**src/rtl/rx_fifo_param.sv**
```systemverilog
// Receive FIFO for the serial receive path: first-word-fall-through buffering of
// frame-done strobes with occupancy, threshold, sticky error and character-timeout status.
module rx_fifo_param #(
  parameter int unsigned DATA_W = 12,
  parameter int unsigned DEPTH  = 32,
  parameter int unsigned THRESH = 24,
  parameter int unsigned TO_CYC = 64
) (
  input  logic                       clk_i,
  input  logic                       rst_i,
  input  logic                       fifo_en_i,
  input  logic                       rx_en_i,
  input  logic                       wr_stb_i,
  input  logic [DATA_W-1:0]          wr_data_i,
  input  logic                       rd_stb_i,
  input  logic                       flush_i,
  input  logic                       err_clr_i,
  output logic [DATA_W-1:0]          rd_data_o,
  output logic                       data_avail_o,
  output logic                       empty_o,
  output logic                       full_o,
  output logic [$clog2(DEPTH):0]     level_o,
  output logic                       thresh_o,
  output logic                       timeout_o,
  output logic                       overflow_o,
  output logic                       underflow_o,
  output logic [$clog2(DEPTH)-1:0]   wr_ptr_o,
  output logic [$clog2(DEPTH)-1:0]   rd_ptr_o
);

  localparam int unsigned AW = $clog2(DEPTH);
  localparam int unsigned LW = AW + 1;
  localparam int unsigned TW = $clog2(TO_CYC + 1);

  logic [DATA_W-1:0] mem [DEPTH];
  logic [AW-1:0]     wr_ptr;
  logic [AW-1:0]     rd_ptr;
  logic [LW-1:0]     level;
  logic [TW-1:0]     to_cnt;
  logic              overflow;
  logic              underflow;

  logic push_req;
  logic pop_req;
  logic is_empty;
  logic is_full;
  logic pop_ok;
  logic push_ok;
  logic set_ovf;
  logic set_udf;
  logic mem_we;

  // Acceptance decode; flush overrides both ports and suppresses their errors.
  always_comb begin
    push_req = fifo_en_i & rx_en_i & wr_stb_i;
    pop_req  = fifo_en_i & rd_stb_i;
    is_empty = (level == '0);
    is_full  = (level == LW'(DEPTH));
    pop_ok   = pop_req & ~is_empty;
    push_ok  = push_req & (~is_full | pop_ok);
    set_ovf  = push_req & ~push_ok & ~flush_i;
    set_udf  = pop_req & is_empty & ~flush_i;
    mem_we   = push_ok & ~flush_i & ~rst_i;
  end

  // Storage array, intentionally not reset.
  always_ff @(posedge clk_i) begin
    if (mem_we) mem[wr_ptr] <= wr_data_i;
  end

  // Pointers, level, timeout counter and sticky errors.
  always_ff @(posedge clk_i) begin
    if (rst_i) begin
      wr_ptr    <= '0;
      rd_ptr    <= '0;
      level     <= '0;
      to_cnt    <= '0;
      overflow  <= 1'b0;
      underflow <= 1'b0;
    end else begin
      if (flush_i) begin
        wr_ptr <= '0;
        rd_ptr <= '0;
        level  <= '0;
      end else begin
        if (push_ok) wr_ptr <= wr_ptr + AW'(1);
        if (pop_ok)  rd_ptr <= rd_ptr + AW'(1);
        if (push_ok && !pop_ok)      level <= level + LW'(1);
        else if (pop_ok && !push_ok) level <= level - LW'(1);
      end

      if (flush_i || push_ok || pop_ok || is_empty) to_cnt <= '0;
      else if (to_cnt != TW'(TO_CYC))               to_cnt <= to_cnt + TW'(1);

      if (set_ovf)        overflow <= 1'b1;
      else if (err_clr_i) overflow <= 1'b0;

      if (set_udf)        underflow <= 1'b1;
      else if (err_clr_i) underflow <= 1'b0;
    end
  end

  // Status decoded from registered state only.
  always_comb begin
    rd_data_o    = is_empty ? '0 : mem[rd_ptr];
    empty_o      = is_empty;
    data_avail_o = ~is_empty;
    full_o       = is_full;
    level_o      = level;
    thresh_o     = (level >= LW'(THRESH));
    timeout_o    = (to_cnt == TW'(TO_CYC));
    overflow_o   = overflow;
    underflow_o  = underflow;
    wr_ptr_o     = wr_ptr;
    rd_ptr_o     = rd_ptr;
  end

endmodule

```
**config.mk**
```make
export PLATFORM = sky130hd
export DESIGN_NAME = rx_fifo_param
export DESIGN_NICKNAME = d
export VERILOG_FILES = /design/src/rtl/rx_fifo_param.sv
export SDC_FILE = /design/constraint.sdc
export NUM_CORES = 1
export LEC_CHECK = 0
export CORE_ASPECT_RATIO = 2
export CORE_MARGIN = 2
export CORE_UTILIZATION = 45
export CTS_CLUSTER_SIZE = 16
export DETAILED_ROUTE_END_ITERATION = 6
export PLACE_DENSITY = 0.67
export SYNTH_ARGS = -nofsm -noshare
export SYNTH_HDL_FRONTEND = slang
export SYNTH_SLANG_ARGS = --single-unit
```
**constraint.sdc**
```tcl
create_clock -name clk_i -period 7.8 [get_ports clk_i]
set_clock_uncertainty 0.1 [all_clocks]
set_input_delay 1.56 -clock clk_i [delete_from_list [all_inputs] [get_ports clk_i]]
set_output_delay 1.56 -clock clk_i [all_outputs]
set_load 0.1 [all_outputs]
```
==> flow_summary.yaml <==
status:
  status: "complete, no violations"
cells_and_area:
  layout_common_cells: "edfxtp_1 (384), mux4_2 (104), clkdlybuf4s50_1 (54)"
  area_growth_pct: 13.6
  antennaDiodeCount: 0
  fillerInstances: 2753
  final_common_cell: "edfxtp_1"
  drive_gt1_share_pct: 24.3
  final_nets: 887
route:
  wl_um: 35200
  routedWlPerCell_um: 26.5
  dr.pass1.iters: 5
  vias: 7741
  drtIter0Drc: 631
  antenna_left: 0
  via_per_inst: 5.82
  drc: 0
setup_path:
  cp_max_fo: 67
  end_kind: "primary output"
  crit_type: "reg -> out"
  cp-start-kind: "flop"
  cp.required_ps: 6140
  critPathArrivalTime_ps: 4120
yosys:
  async_reset_ff_share_pct: 0
  synth_flop_cell: "edfxtp_1"
  seq_area_frac_synth_pct: 74.5
  postSynthNetCount: 814
  netlist_area_um2: 16300
  synth_edf_count: 384
  synthDistinctLibCells: 51
  avgSynthCellArea_um2: 20.9
  syn_inst: 781
  ys_ff_latch: 414
  yosys_warnings: 0
global_routing:
  overflow: 0
  grt.total_usage_pct: 19.1
  grt_max_degree: 68
  grt_pass1_wl_um: 53400
  antenna_found_initial: 0
  grt_pass1_vias: 8250
sta:
  post-route-period-util_pct: 74.2
  hold_viol: 0
  slew_viol_final: 0
  rsz0062_at_grt: "no"
  fmax_ghz: 0.173
  tightest_slew_ps: 1250
  relSlewSlack_pct: 16.5
  final.min_clock_period_ps: 5780
  fin_hold_ws_ps: 386
  setup_violations: 0
  fin_setup_tns_ps: 0
place:
  place_hpwl_um: 23100
  place.gp.congestion: 0.772
  port_buffers: 54
power_and_ir_drop:
  peakVddDrop_uv: 141
  leakage_nw: 5.58
  power_density_nw_per_um2: 238
cts:
  htreeDepth: 2
  clk_pin_slew_ps: 70
  cts_hold_buffers: 0
  worstSkewPairLatency_ps: 520
  cts_resized: 0
  cts_tree: "done"
  post-cts-setup-buffer-count: 0
  clock_sinks: 414
  numCtsBuffers: 35
  cts_buffer_depth: 3
  cts-root-buf: "clkbuf_16"
hold_path:
  hp-class: "reg -> reg"
die:
  start_util_pct: 45.7
  fp.dieH_um: 273
  die-area_um2: 37800
  io_pins: 55
  core_um2: 35700
  chipWidth_um: 139
  rows: 98
flow_run:
  drv_cap: 0
## logic make-up (layout without fill, tap and decap cells)
logic type | count (synthesis) | count (layout) | share of synthesized area (%)
flops | 414 | 414 | 74.5
mux | 124 | 124 | 16.0
fa+ha+maj | 13 | 13 | 1.04
simple gates | 111 | 111 | 3.20
compound gates | 43 | 43 | 2.46
xor+xnor | 17 | 17 | 0.914
buf+inv | 59 | 157 | 1.91
## area by class of cell
type | count | area [um^2] | share of cell area (%)
inverter | 21 | 78.8 | 0.426
sequential | 414 | 12100 | 65.6
multi-input combinational | 308 | 3890 | 21.0
tap | 450 | 563 | 3.04
clock inverter | 16 | 163 | 0.879
clock buffer | 46 | 967 | 5.23
timing repair buffer | 74 | 703 | 3.80
## worst max-delay path: stages, from the launching register on
cell and delay [ps]:
dfxtp_4 1050, buf_4 420, mux4_2 230, mux4_2 250
clkinv_1 120, a221oi_2 300, clkdlybuf4s50_1 1170
## through the flow
step	power [mW]	area, um^2	std cells	setup WS (ps)	utilization [%]
floorplan	2.65	16300	781	1940	-
global placement	2.74	17400	1267	2510	48.7
detailed placement	2.74	17400	1267	2510	48.7
CTS	4.45	18500	1329	1950	51.9
global route	4.53	18500	1329	1810	51.9
finish	4.41	18500	1329	2020	51.9
## layer usage
metal  routed length, um  track usage [%]  vias to the layer above  share of wire (%)
met5                   0                0                        -                  0
met4                 998             6.63                        0                2.8
met3                1530             2.24                       55                4.3
met2               20200             36.9                      247                 57
met1               12500             21.8                     4083                 35
li1                    -                -                     3356                  -
## power breakdown
| part | internal (mW) | switching [mW] | total, mW |
|---|---|---|---|
| registers | 2.43 | 0.00770 | 2.43 |
| logic | 0.0704 | 0.187 | 0.258 |
| clock network | 0.950 | 0.765 | 1.72 |
| total | 3.45 | 0.960 | 4.41 |
## cell usage after synthesis, types with 5 or more instances
cell        n  area (um^2)
edfxtp_1  384        11500
mux4_2    104         2340
nor2_1     57          214
dfxtp_1    30          601
clkbuf_1   19         71.3
mux2i_1    16          160
nand2_1    15         56.3
ha_1       12          150
o221ai_1   12          105
clkinv_1   11         41.3
buf_2      10         50.1
a221oi_2    9          135
inv_1       9         33.8
xnor2_1     9         78.8
xor2_1      8         70.1
buf_6       6         67.6
a21oi_1     5         25.0
nand3_1     5         25.0
## final timing paths
check,startpoint,endpoint,slack [ps],depth (start not counted)
worst min-delay path,overflow_o,overflow_o,390,2
worst max-delay path,flop,rd_data_o[9],2020,6
worst max register to register,level_o[1],level_o[5],3970,11
worst min register to register,overflow_o,overflow_o,390,2
## registers in the layout, indices dropped and copies added (netlist names), named ones only
signal	cells
to_cnt	7
level_o	6
underflow_o	1
mem	384
wr_ptr_o	5
rd_ptr_o	5
overflow_o	1
No activity file was read; power rests on OpenSTA's default activity.
